`src/rtl/vector_writeback_buffer_if.sv`:
```
// vector_writeback_buffer_if
//
// Bundles the three sides of the writeback buffer:
//   result_*     execution unit -> buffer, valid/ready handshake carrying a completed vd
//   vrf_write_*  buffer -> vector register file write port, valid/ready handshake
//   query_*      issue-stage pending-write lookup (combinational)
//
// Modports:
//   slave   the writeback buffer itself
//   master  the surroundings (execution units, VRF, issue stage) or a testbench
//
// vrf_write_sew64 carries the head entry's element width so a later VRF stage can apply
// tail masking; byte enables are full-register for now.

interface vector_writeback_buffer_if #(
    parameter int unsigned VLEN            = 64,
    parameter int unsigned REG_INDEX_WIDTH = 5
);
    logic                       result_valid;
    logic                       result_ready;
    logic [REG_INDEX_WIDTH-1:0] result_index;
    logic                       result_sew64;
    logic [VLEN-1:0]            result_data;

    logic                       vrf_write_valid;
    logic                       vrf_write_ready;
    logic [REG_INDEX_WIDTH-1:0] vrf_write_index;
    logic [VLEN-1:0]            vrf_write_data;
    logic [VLEN/8-1:0]          vrf_write_byte_enable;
    logic                       vrf_write_sew64;

    logic [REG_INDEX_WIDTH-1:0] query_index;
    logic                       query_hit;

    modport slave (
        input  result_valid, result_index, result_sew64, result_data,
        output result_ready,
        output vrf_write_valid, vrf_write_index, vrf_write_data, vrf_write_byte_enable,
        output vrf_write_sew64,
        input  vrf_write_ready,
        input  query_index,
        output query_hit
    );

    modport master (
        output result_valid, result_index, result_sew64, result_data,
        input  result_ready,
        input  vrf_write_valid, vrf_write_index, vrf_write_data, vrf_write_byte_enable,
        input  vrf_write_sew64,
        output vrf_write_ready,
        output query_index,
        input  query_hit
    );
endinterface

```
`src/rtl/vector_writeback_buffer.sv`:
```
// vector_writeback_buffer
//
// In-order buffer between the vector functional units' vd outputs and the VRF write port.
// Completed results are accepted with a valid/ready handshake, held in a DEPTH-entry circular
// FIFO and drained to the VRF in acceptance order. A combinational pending-write query lets
// the issue stage stall on a source register that still has a write in flight.
//
// Ports:
//   clock   rising-edge clock
//   reset   synchronous, active-high; discards all buffered results
//   bus     vector_writeback_buffer_if.slave (result_*, vrf_write_*, query_*)
//
// Optional feature (macro WRITEBACK_BYPASS_EN):
//   defined   when the buffer is empty, an incoming result is routed straight to the VRF port
//             in the same cycle; if the VRF takes it, it is never enqueued
//   undefined every result passes through storage (1-cycle minimum latency)

module vector_writeback_buffer #(
    parameter int unsigned VLEN            = 64,
    parameter int unsigned DEPTH           = 4,
    parameter int unsigned REG_INDEX_WIDTH = 5
) (
    input logic                      clock,
    input logic                      reset,
    vector_writeback_buffer_if.slave bus
);
    localparam int unsigned       PtrWidth  = $clog2(DEPTH);
    localparam logic [PtrWidth:0] CountFull = (PtrWidth + 1)'(DEPTH);

    logic [PtrWidth-1:0]        write_pointer_q, write_pointer_d;
    logic [PtrWidth-1:0]        read_pointer_q, read_pointer_d;
    logic [PtrWidth:0]          count_q, count_d;
    logic [DEPTH-1:0]           occupied_q, occupied_d;

    logic [REG_INDEX_WIDTH-1:0] index_q [DEPTH];
    logic [VLEN-1:0]            data_q  [DEPTH];
    logic [DEPTH-1:0]           sew64_q;

    logic not_empty;
    logic not_full;
    logic enqueue;
    logic dequeue;
    logic bypass_fire;
    logic query_hit_c;

    assign not_empty = (count_q != '0);
    assign not_full  = (count_q != CountFull);

    // A full buffer refuses input even if the head leaves this cycle.
    assign bus.result_ready = !reset && not_full;

`ifdef WRITEBACK_BYPASS_EN
    logic bypass_route;

    // Route the incoming result to the VRF port only while nothing older is waiting.
    assign bypass_route        = !reset && !not_empty && bus.result_valid;
    assign bypass_fire         = bypass_route && bus.vrf_write_ready;
    assign bus.vrf_write_valid = !reset && (not_empty || bus.result_valid);
    assign bus.vrf_write_index = bypass_route ? bus.result_index : index_q[read_pointer_q];
    assign bus.vrf_write_data  = bypass_route ? bus.result_data  : data_q[read_pointer_q];
    assign bus.vrf_write_sew64 = bypass_route ? bus.result_sew64 : sew64_q[read_pointer_q];
`else
    assign bypass_fire         = 1'b0;
    assign bus.vrf_write_valid = !reset && not_empty;
    assign bus.vrf_write_index = index_q[read_pointer_q];
    assign bus.vrf_write_data  = data_q[read_pointer_q];
    assign bus.vrf_write_sew64 = sew64_q[read_pointer_q];
`endif

    // Full-register write for both element widths.
    assign bus.vrf_write_byte_enable = bus.vrf_write_valid ? '1 : '0;

    // A bypassed result goes straight out and must not also be stored.
    assign enqueue = bus.result_valid && bus.result_ready && !bypass_fire;
    assign dequeue = not_empty && bus.vrf_write_valid && bus.vrf_write_ready;

    // Occupied flags track stored entries only, so a result being enqueued this cycle does not
    // hit while the head being written this cycle still does.
    always_comb begin
        query_hit_c = 1'b0;
        for (int unsigned i = 0; i < DEPTH; i++) begin
            if (occupied_q[i] && (index_q[i] == bus.query_index)) begin
                query_hit_c = 1'b1;
            end
        end
    end

    assign bus.query_hit = query_hit_c;

    always_comb begin
        write_pointer_d = write_pointer_q;
        read_pointer_d  = read_pointer_q;
        count_d         = count_q;
        occupied_d      = occupied_q;

        // Pointers are power-of-two wide, so the increment wraps modulo DEPTH on its own.
        if (enqueue) begin
            write_pointer_d             = write_pointer_q + PtrWidth'(1);
            occupied_d[write_pointer_q] = 1'b1;
        end
        if (dequeue) begin
            read_pointer_d             = read_pointer_q + PtrWidth'(1);
            occupied_d[read_pointer_q] = 1'b0;
        end

        case ({enqueue, dequeue})
            2'b10:   count_d = count_q + (PtrWidth + 1)'(1);
            2'b01:   count_d = count_q - (PtrWidth + 1)'(1);
            default: count_d = count_q;
        endcase
    end

    always_ff @(posedge clock) begin
        if (reset) begin
            write_pointer_q <= '0;
            read_pointer_q  <= '0;
            count_q         <= '0;
            occupied_q      <= '0;
            sew64_q         <= '0;
            // Clearing storage keeps the VRF-facing index/data at zero out of reset.
            for (int unsigned i = 0; i < DEPTH; i++) begin
                index_q[i] <= '0;
                data_q[i]  <= '0;
            end
        end else begin
            write_pointer_q <= write_pointer_d;
            read_pointer_q  <= read_pointer_d;
            count_q         <= count_d;
            occupied_q      <= occupied_d;
            if (enqueue) begin
                index_q[write_pointer_q] <= bus.result_index;
                data_q[write_pointer_q]  <= bus.result_data;
                sew64_q[write_pointer_q] <= bus.result_sew64;
            end
        end
    end
endmodule

```
`src/flat_wrapper.sv`:
```
// flat-port wrapper written by rule: the top's interface ports become plain ports
module vector_writeback_buffer_flat 
#(
    parameter int unsigned VLEN            = 64,
    parameter int unsigned DEPTH           = 4,
    parameter int unsigned REG_INDEX_WIDTH = 5
)
  (clock, reset, bus_result_valid, bus_result_index, bus_result_sew64, bus_result_data, bus_result_ready, bus_vrf_write_valid, bus_vrf_write_index, bus_vrf_write_data, bus_vrf_write_byte_enable, bus_vrf_write_sew64, bus_vrf_write_ready, bus_query_index, bus_query_hit);
  vector_writeback_buffer_if #(.VLEN(VLEN), .REG_INDEX_WIDTH(REG_INDEX_WIDTH)) bus_i ();
  input logic clock;
  input logic reset;
  input wire logic [$bits(bus_i.result_valid)-1:0] bus_result_valid;
  input wire logic [$bits(bus_i.result_index)-1:0] bus_result_index;
  input wire logic [$bits(bus_i.result_sew64)-1:0] bus_result_sew64;
  input wire logic [$bits(bus_i.result_data)-1:0] bus_result_data;
  output wire logic [$bits(bus_i.result_ready)-1:0] bus_result_ready;
  output wire logic [$bits(bus_i.vrf_write_valid)-1:0] bus_vrf_write_valid;
  output wire logic [$bits(bus_i.vrf_write_index)-1:0] bus_vrf_write_index;
  output wire logic [$bits(bus_i.vrf_write_data)-1:0] bus_vrf_write_data;
  output wire logic [$bits(bus_i.vrf_write_byte_enable)-1:0] bus_vrf_write_byte_enable;
  output wire logic [$bits(bus_i.vrf_write_sew64)-1:0] bus_vrf_write_sew64;
  input wire logic [$bits(bus_i.vrf_write_ready)-1:0] bus_vrf_write_ready;
  input wire logic [$bits(bus_i.query_index)-1:0] bus_query_index;
  output wire logic [$bits(bus_i.query_hit)-1:0] bus_query_hit;
  assign bus_i.result_valid = bus_result_valid;
  assign bus_i.result_index = bus_result_index;
  assign bus_i.result_sew64 = bus_result_sew64;
  assign bus_i.result_data = bus_result_data;
  assign bus_result_ready = bus_i.result_ready;
  assign bus_vrf_write_valid = bus_i.vrf_write_valid;
  assign bus_vrf_write_index = bus_i.vrf_write_index;
  assign bus_vrf_write_data = bus_i.vrf_write_data;
  assign bus_vrf_write_byte_enable = bus_i.vrf_write_byte_enable;
  assign bus_vrf_write_sew64 = bus_i.vrf_write_sew64;
  assign bus_i.vrf_write_ready = bus_vrf_write_ready;
  assign bus_i.query_index = bus_query_index;
  assign bus_query_hit = bus_i.query_hit;
  vector_writeback_buffer #(.VLEN(VLEN), .DEPTH(DEPTH), .REG_INDEX_WIDTH(REG_INDEX_WIDTH)) u_core (.clock(clock), .reset(reset), .bus(bus_i));
endmodule
```
`config.mk`:
```
export PLATFORM = sky130hd
export DESIGN_NAME = vector_writeback_buffer_flat
export DESIGN_NICKNAME = d
export VERILOG_FILES = /design/src/rtl/vector_writeback_buffer_if.sv /design/src/rtl/vector_writeback_buffer.sv /design/src/flat_wrapper.sv
export SDC_FILE = /design/constraint.sdc
export NUM_CORES = 1
export LEC_CHECK = 0
export CAP_MARGIN = 15
export CORE_AREA = 2 2 164 166
export DETAILED_ROUTE_END_ITERATION = 6
export DIE_AREA = 0 0 166 168
export MAX_ROUTING_LAYER = met4
export PLACE_DENSITY = 0.76
export SLEW_MARGIN = 20
export SYNTH_ARGS = -nofsm -noshare
export SYNTH_HDL_FRONTEND = slang
export SYNTH_SLANG_ARGS = --single-unit
export TNS_END_PERCENT = 30
```
`constraint.sdc`:
```
create_clock -name clock -period 5 [get_ports clock]
set_input_delay 1 -clock clock [delete_from_list [all_inputs] [get_ports clock]]
set_output_delay 1 -clock clock [all_outputs]
set_load 0.05 [all_outputs]
```
== After elaboration in Yosys (flattened, before gate mapping) ==
Memory sizes are Yosys's and may differ from the RTL's. A register that Yosys moved wholly into a read port is not among the register bits.
Index checks and enable logic that the tools add are counted.
Word-level totals
  input port bits: 79
  flip-flop bits (word level): 15
  memories: 2
  word-level logic and storage cells: 71
  output and inout bits: 81
  RAM bits: 276
Memory list
  u_core.data_q: words 4, width 64, rd ports 1, clocked after memory_dff 1, wr ports 4, RTL line vector_writeback_buffer.sv:36  | logic [VLEN-1:0] data_q [DEPTH];
  u_core.index_q: words 4, width 5, rd ports 5, clocked after memory_dff 1, wr ports 4, RTL line vector_writeback_buffer.sv:35  | logic [REG_INDEX_WIDTH-1:0] index_q [DEPTH];
Operators by class
  bitwise operators: 3
  mux-type cells: 30
  equality and inequality tests: 7
  $lt $le $gt $ge: 4
  reduce and logical (&&, ||, !) cells: 16
  add/sub/neg operators: 4
Operator list (number)
  $mux W64: 1
  $reduce_or A64 Y1: 1
  $eq A5 B5 Y1: 4
  $mux W1: 14
  $mux W2: 6
  $logic_and A1 B1 Y1: 11
  $mux W4: 2
  $mux W8: 1
  $lt A2 B3 Y1 const B: 2
  $pmux W3 S2: 1
  $mux W5: 1
  $reduce_or A5 Y1: 1
  $add A2 B1 Y2 const B: 2
  $and A4 B4 Y4: 1
  $bwmux W4: 1
  $demux W1 S2: 2
  $ge A2 B1 Y1 const B: 2
  $not A4 Y4: 1
  $or A4 B4 Y4: 1
  $add A3 B1 Y3 const B: 1
  $ne A3 B3 Y1 const B: 1
  $reduce_bool A3 Y1: 1
  $sub A3 B1 Y3 const B: 1
  $bmux W1 S2: 1
  4 further kinds: 4

== Longest topological paths before layout ==
Gate-level depths: netlist (run 1).
  depth after elaboration: 8
  gate-level depth with buffers: 10
  mapped depth without buffers: 9

== Worst setup path before layout (run 1) ==
No wires, ideal clock.
  kind: input port to flip-flop
  start point: input port reset
  end point: memory u_core.data_q[3][0] (enable)
  library setup time: 510 ps
  buffers on the path: 0
  arrival: 4610 ps
  required time: 4490 ps
  stages on the path: 3
  path slack: -120 ps
  cells stage by stage: nor3b_4 > nand2_1 > o21bai_1
RTL lines
  start, declared: RTL line flat_wrapper.sv:11  | input logic reset;
  end, declared: RTL line vector_writeback_buffer.sv:36

== Final worst setup path (run 1) ==
  start point: input port bus_query_index[3]
  end point: output port bus_query_hit
Between the ends
  word-level cells in the longest chain between the ends: 6
  elaborated cells on any way between the ends: 12
  those cells by class: eq/ne (4); mux (4); reduce/logical (4)
Ends and longest elaborated chain
  start, declared: RTL line flat_wrapper.sv:23  | input wire logic [$bits(bus_i.query_index)-1:0] bus_query_index;
  $eq A5 B5 Y1: RTL line vector_writeback_buffer.sv:82  | if (occupied_q[i] && (index_q[i] == bus.query_index)) begin
  $logic_and A1 B1 Y1: RTL line vector_writeback_buffer.sv:82
  $mux W1 (3 in series): RTL line vector_writeback_buffer.sv:82
  $mux W1 (*): RTL line vector_writeback_buffer.sv:82
  end, declared: RTL line flat_wrapper.sv:24  | output wire logic [$bits(bus_i.query_hit)-1:0] bus_query_hit;
Mark *: on every way between the ends. The rest lies on a longest branch, timed or not.

==> summary.md, run 1 <==
| Metric | Value |
|---|---|
| Outcome | completed |
| Yosys cell types | 32 |
| GPL Wtd Cong | between 0.7 and 0.8 |
| Setup violations, final | 0 |
| Syn Nets | about 900 |
| Area fraction of the dominant cell type after synthesis | between 60% and 70% |
| Antenna violations before repair | 2 |
| Gr usage total | 19.8% |
| # DRC | 0 |
| Post-CTS Setup Bufs | 0 |
| Via Count | about 6900 |
| Main synth FF type | edfxtp_1 |
| Post-synth top area cell | edfxtp_1 |
| Root Buffer | clkbuf_16 |
| Post-Place Setup Slack | ~0.83 ns |
| Total CTS buffers | 30 |
| Upper clock frequency limit | 0.238 GHz |
| Setup Skew | between 0.007 and 0.008 ns |
| Via density | 5.26 |
| Fin area | 15800 µm² |
| Max Fanout on Critical Path | 4 |
| FF-to-FF setup slack | 2.38 ns |
| H-tree level count | 1 |
| Setup crit start | bus_query_index[3] |
| Vias in the first global route | 7398 |
| Worst VDD drop | between 0.0002 and 0.0003 V |
| Final wirelength | 26600 µm |
| Rows | 60 |
| Share of layout cells above drive strength 1 | ~14% |
| Final WS setup | 0.806 ns |
| PwrDens | 378 nW/µm² |
| Ys Warns | 0 |
| Non-Filler Instances | 1311 |
| Routed len/inst | 20.3 µm |
| Mapped cell area | 13000 µm² |
| Max-Cap Viols | 0 |
| Crit path arrival time | 3.19 ns |
| Clock tree from TritonCTS | built |
| Slew HR | 45.1% |
| Hpwl dp | 14900 µm |
| Ys async rst share | 0% |
| Die width | 166 µm |
| Final worst path period need | 4.19 ns |
| Later-pin clock latency in the skew report | between 0.5 and 0.6 ns |
| Initial core utilization | 49.2% |
| Leak | 0.00562 µW |
| Final setup TNS | 0 ns |
| #FFs+latches synth | 293 |
| First-pass GRT wire length | 41400 µm |
| Placed cell count | 1257 |
| Final period util | 83.9% |
| Fillers | between 1500 and 2000 |
| R2R Path Start | u_core.count_q[2] |
| Max-slew violations | 0 |
| Number of hold buffers added after cts | 0 |
| Slew @ Worst Pin | 0.823 ns |
| Synth Area per Inst | 16.2 µm² |
| # nets final | 1037 |
| Most frequent cells after synthesis | 277 x and2_1, 276 x edfxtp_1, 70 x mux4_2 |
| Clk slew on worst S/H paths | about 0.060 ns |
| Post-synthesis sequential area ratio | 66.6% |
| EDFF count, synth | 276 |
| Post-cts resize count | 0 |
| Top cells by area, synth | edfxtp_1 64%, and2_1 13%, mux4_2 12%, dfxtp_1 2.6%, xor2_1 1.2% |
| Drt first pass iters | 5 |
| Data required time at the worst endpoint | 4.00 ns |
| Clk buf depth | 3 |
| I/O pin cnt | 160 |
| Antenna Nets Post-Route | 0 |
| Cell with the most instances after synthesis | and2_1 |
| Critical Path End Type | output pin |
| Initial DRC count | 416 |
| Startpoint types | primary input |
| Worst hold start | u_core.sew64_q[2] |
| Placed inst area | roughly 15000 µm² |
| Port Buffers | ~160 |
| Synthesis-to-finish area growth | 22.2% |
| GR Overflow Total | 0 |
| Critical path class | primary input to output pin |
| Syn Inst Count | 800 |
| Hold Crit Class | flop to flop |
| Clock Sinks | roughly 300 |
| Final Hold Fails | 0 |
| Pin count of the biggest net entering global routing | 87 |
| Die area | 27900 µm² |
| RSZ-0062 raised after global routing | no |
| Height of the chip | between 150 and 200 µm |
| Core area | 26400 µm² |
==> registers in the layout, summed over array words and instances, names as in the netlist, named ones only <==
| register | cells |
|---|---|
| u_core.data_q | 256 |
| u_core.occupied_q | 4 |
| u_core.write_pointer_q | 2 |
| u_core.read_pointer_q | 2 |
| u_core.index_q | 20 |
| u_core.sew64_q | 4 |
| u_core.count_q | 3 |
==> area by class of cell <==
class / instances / area, µm² / area share, %
multi-input combinational: 442 / 4020 / 25.4
sequential: 293 / 8640 / 54.6
timing repair buffer: 173 / 1800 / 11.3
clock buffer: 38 / 802 / 5.07
clock inverter: 13 / 111 / 0.703
antenna: 3 / 7.51 / 0.0474
inverter: 8 / 30.0 / 0.190
tap: 341 / 427 / 2.70
==> report_power, final <==
part / internal (µW) / total [µW] / switching [µW]
logic: 383 / 969 / 586
clock network: 1220 / 2110 / 886
registers: 2850 / 2910 / 63.4
total: 4450 / 5990 / 1540
==> per-stage QoR <==
stage	hold WS [ns]	utilization, %	total power, µW
floorplan	0.433	-	3580
global placement	0.443	56.6	3930
detailed placement	0.449	56.6	3940
CTS	0.457	60.0	6040
global route	0.488	60.1	6170
finish	0.456	60.1	5990
==> layer usage <==
layer  vias to the layer above  routed length (µm)  track usage, %
li1                       3214                   -               -
met1                      3454               11400            25.5
met2                       194               13400            33.2
met3                        40                1350            3.22
met4                         0                 521            4.99
met5                         -                   0               -
==> critical path, cell delays in order <==
cell	delay, ns
clkdlybuf4s50_1	0.52
xor2_1	0.20
nor4_1	0.29
and3_1	0.19
a31oi_1	0.04
nand3_1	0.12
clkdlybuf4s50_1	0.82
==> placed cells by master, fill, tap and decap left out, drive strengths merged, types with 2 or more instances in the layout <==
cell type	netlist	routed
and2	277	277
xor2	18	18
a211oi	4	4
nand3	7	7
nor4	4	4
clkdlybuf4s50	0	159
mux4	70	70
nor2	10	10
dfxtp	17	17
inv	8	8
clkinv	0	10
or2	3	3
clkbuf	35	38
nor3b	2	2
xnor2	5	5
nand2	13	13
ha	9	9
buf	22	14
diode	0	3
bufinv	0	2
a21oi	11	11
o31ai	2	2
edfxtp	276	276
==> cell families (layout without fill, tap and decap cells) <==
kind of cell | Yosys count | in the layout | share of synthesized area (%)
adder cells (fa/ha/maj) | 10 | 10 | 1.02
multiplexers | 70 | 70 | 12.2
buffers and inverters | 65 | 232 | 2.52
other | 0 | 3 | 0
AND/OR/NAND/NOR | 319 | 319 | 15.2
AO/OA/AOI/OAI | 20 | 20 | 0.917
XOR/XNOR | 23 | 23 | 1.55
flip-flops | 293 | 293 | 66.6
==> worst paths after layout <==
path / to / cells past startpoint
setup / recovery: bus_query_hit / 7
hold / removal: u_core.sew64_q[2] / 2
setup reg to reg: u_core.data_q[3][32] / 6
hold reg to reg: u_core.sew64_q[2] / 2
Note: power is estimated with default switching activity, not from simulation.
==> run 2: changes to the inputs <==
- CORE_AREA: 2 2 164 166 -> 2 2 157 159
- DIE_AREA: 0 0 166 168 -> 0 0 159 161
- PLACE_DENSITY: 0.76 -> 0.79
- clock period: 5 -> 4.1 ns (I/O delays scaled with it)
==> run 2 against run 1 <==
Effect of this change:
- cell area rose by 0.98%
- clock-buffer cell count shrank 3
- worst setup slack got worse by 0.34 ns
- first-iteration DRC count grew 13%
- critical endpoint is now bus_vrf_write_data[1]
==> summary.md, run 2 (synthesized netlist as in run 1, its figures left out) <==
| Metric | Value |
|---|---|
| Comb power frac | 15.4% |
| Leak | 0.00575 µW |
| Net Sw Frac | around a quarter |
| Antenna Nets Post-Route | 0 |
| Critical path class | flop to output pin |
| Outcome | completed |
| Share of layout cells above drive strength 1 | approximately 17% |
| Die area | ~26000 µm² |
| Vias in the first global route | 7589 |
| Initial DRC count | 468 |
| H-tree level count | 1 |
| Drt first pass iters | 6 |
| Max-slew violations | 0 |
| Gr usage total | 22.0% |
| Final Hold Fails | 0 |
| Final wirelength | around 27000 µm |
| GPL Wtd Cong | about 0.78 |
| Startpoint types | flop |
| Antenna violations before repair | 2 |
| Worst r2r path cells | 10 |
| Internal | 5820 µW |
| Setup crit end | bus_vrf_write_data[1] |
| Upper clock frequency limit | 0.275 GHz |
| Setup violations, final | 0 |
| Total CTS buffers | 30 |
| Number of hold buffers added after cts | 0 |
| Crit path largest cell delay | 0.72 ns |
| Slew HR | 48.7% |
| Via density | 5.35 |
| Clock power share | 38.8% |
| FF-to-FF setup slack | 1.67 ns |
| Slew @ Worst Pin | about 0.77 ns |
| Rows | 57 |
| Max reg flops | roughly 260 |
| Final worst path period need | around 3.6 ns |
| Hold Crit Class | flop to flop |
| Net Sw Power | about 1900 µW |
| Post-CTS Setup Bufs | 0 |
| Synthesis-to-finish area growth | 23.4% |
| Core area | ~24000 µm² |
| Routed len/inst | 20.3 µm |
| Die width | 159 µm |
| # DRC | 0 |
| I/O pin cnt | 160 |
| # nets final | 1045 |
| Root Buffer | clkbuf_16 |
| Reg power frac | a little under half |
| Critical-path top delay cell | clkdlybuf4s50_1 |
| Clock Sinks | 293 |
| Final period util | around nine tenths |
| Most common cell after layout, fill and taps aside | and2_1 |
| Top reg by flops | u_core.data_q |
| Crit path arrival time | 2.82 ns |
| GR Overflow Total | 0 |
| Pin count of the biggest net entering global routing | 70 |
| Data required time at the worst endpoint | 3.28 ns |
| Crit path cell chain | buf_4 > mux4_2 > clkdlybuf4s50_1 |
| R2R Path Start | u_core.count_q[1] |
| Via Count | 6990 |
| Port Buffers | around 160 |
| Hpwl dp | 15100 µm |
| Max-Cap Viols | 0 |
| Max Fanout on Critical Path | 23 |
| RSZ-0062 raised after global routing | no |
| Critical Path End Type | output pin |
| Final setup TNS | 0 ns |
| Post-cts resize count | 0 |
| PwrDens | 484 nW/µm² |
| Initial core utilization | 54.1% |
| Crit Reg-Reg Endpoint | u_core.count_q[2] |
| Height of the chip | 161 µm |
| Clk slew on worst S/H paths | 0.06 ns |
| First-pass GRT wire length | between 40000 and 50000 µm |
| Pwr Total | slightly below 8000 µW |
| Setup Skew | 0.0115 ns |
| Worst VDD drop | 0.000320 V |
| Clk buf depth | 3 |
| Commonest non-fill, non-tap cells in the layout | 277 x and2_1, 276 x edfxtp_1, 149 x clkdlybuf4s50_1, 70 x mux4_2, 31 x clkbuf_16 |
| Later-pin clock latency in the skew report | 0.54 ns |
| Clock tree from TritonCTS | built |
| Biggest regs | u_core.data_q x256, u_core.index_q x20 |
## run 2: power groups by stage
| stage | clock (µW) | sequential (µW) | combinational, µW |
|---|---|---|---|
| 2_1_floorplan | 0 | 3570 | 789 |
| 3_3_place_gp | 0 | 3600 | 1190 |
| 3_5_place_dp | 0 | 3610 | 1200 |
| 4_1_cts | 3050 | 3550 | 1200 |
| 5_1_grt | 3170 | 3560 | 1250 |
| 6_report | 3000 | 3540 | 1190 |
## run 2: per-stage QoR
step	hold WS (ns)	utilization (%)	std cells	cell area (µm²)	worst slack, ns
after floorplan	0.433	-	800	13000	0.628
after global placement	0.440	62.1	1248	14900	0.926
after detailed placement	0.451	62.1	1248	14900	0.867
after CTS	0.458	66.7	1304	16000	0.387
after global routing	0.482	66.7	1306	16000	0.314
final	0.458	66.7	1306	16000	0.464
## run 2: worst min path at each step
stage | end | cells past startpoint | startpoint | slack (ns)
after floorplan | u_core.sew64_q[2] | 2 | u_core.sew64_q[2] | 0.43
after global placement | u_core.sew64_q[3] | 2 | u_core.sew64_q[3] | 0.44
after detailed placement | u_core.sew64_q[2] | 2 | u_core.sew64_q[2] | 0.45
after CTS | u_core.sew64_q[2] | 2 | u_core.sew64_q[2] | 0.46
after global routing | u_core.sew64_q[0] | 2 | u_core.sew64_q[0] | 0.48
final | u_core.sew64_q[0] | 2 | u_core.sew64_q[0] | 0.46
## run 2: worst max-delay path: cells and delay by family, from the launching register on
family	cells	cell delay, ns
mux	1	0.55
buf+inv	2	1.04
flops	1	0.67
## run 2: metal layers
metal / part of all wire [%] / global-route usage [%]
met2: 50 / 36.3
met5: 0 / -
met4: 2.3 / 6.12
met1: 42 / 29.1
met3: 5.6 / 3.24
## run 2: cell type report
cell class | count | area [µm²]
Tap cell | 324 | 405
Multi-Input combinational cell | 442 | 4020
Antenna cell | 2 | 5.00
Timing Repair Buffer | 181 | 1780
Clock inverter | 21 | 317
Fill cell | 1667 | 7980
Sequential cell | 293 | 8640
Inverter | 8 | 30.0
Clock buffer | 35 | 791
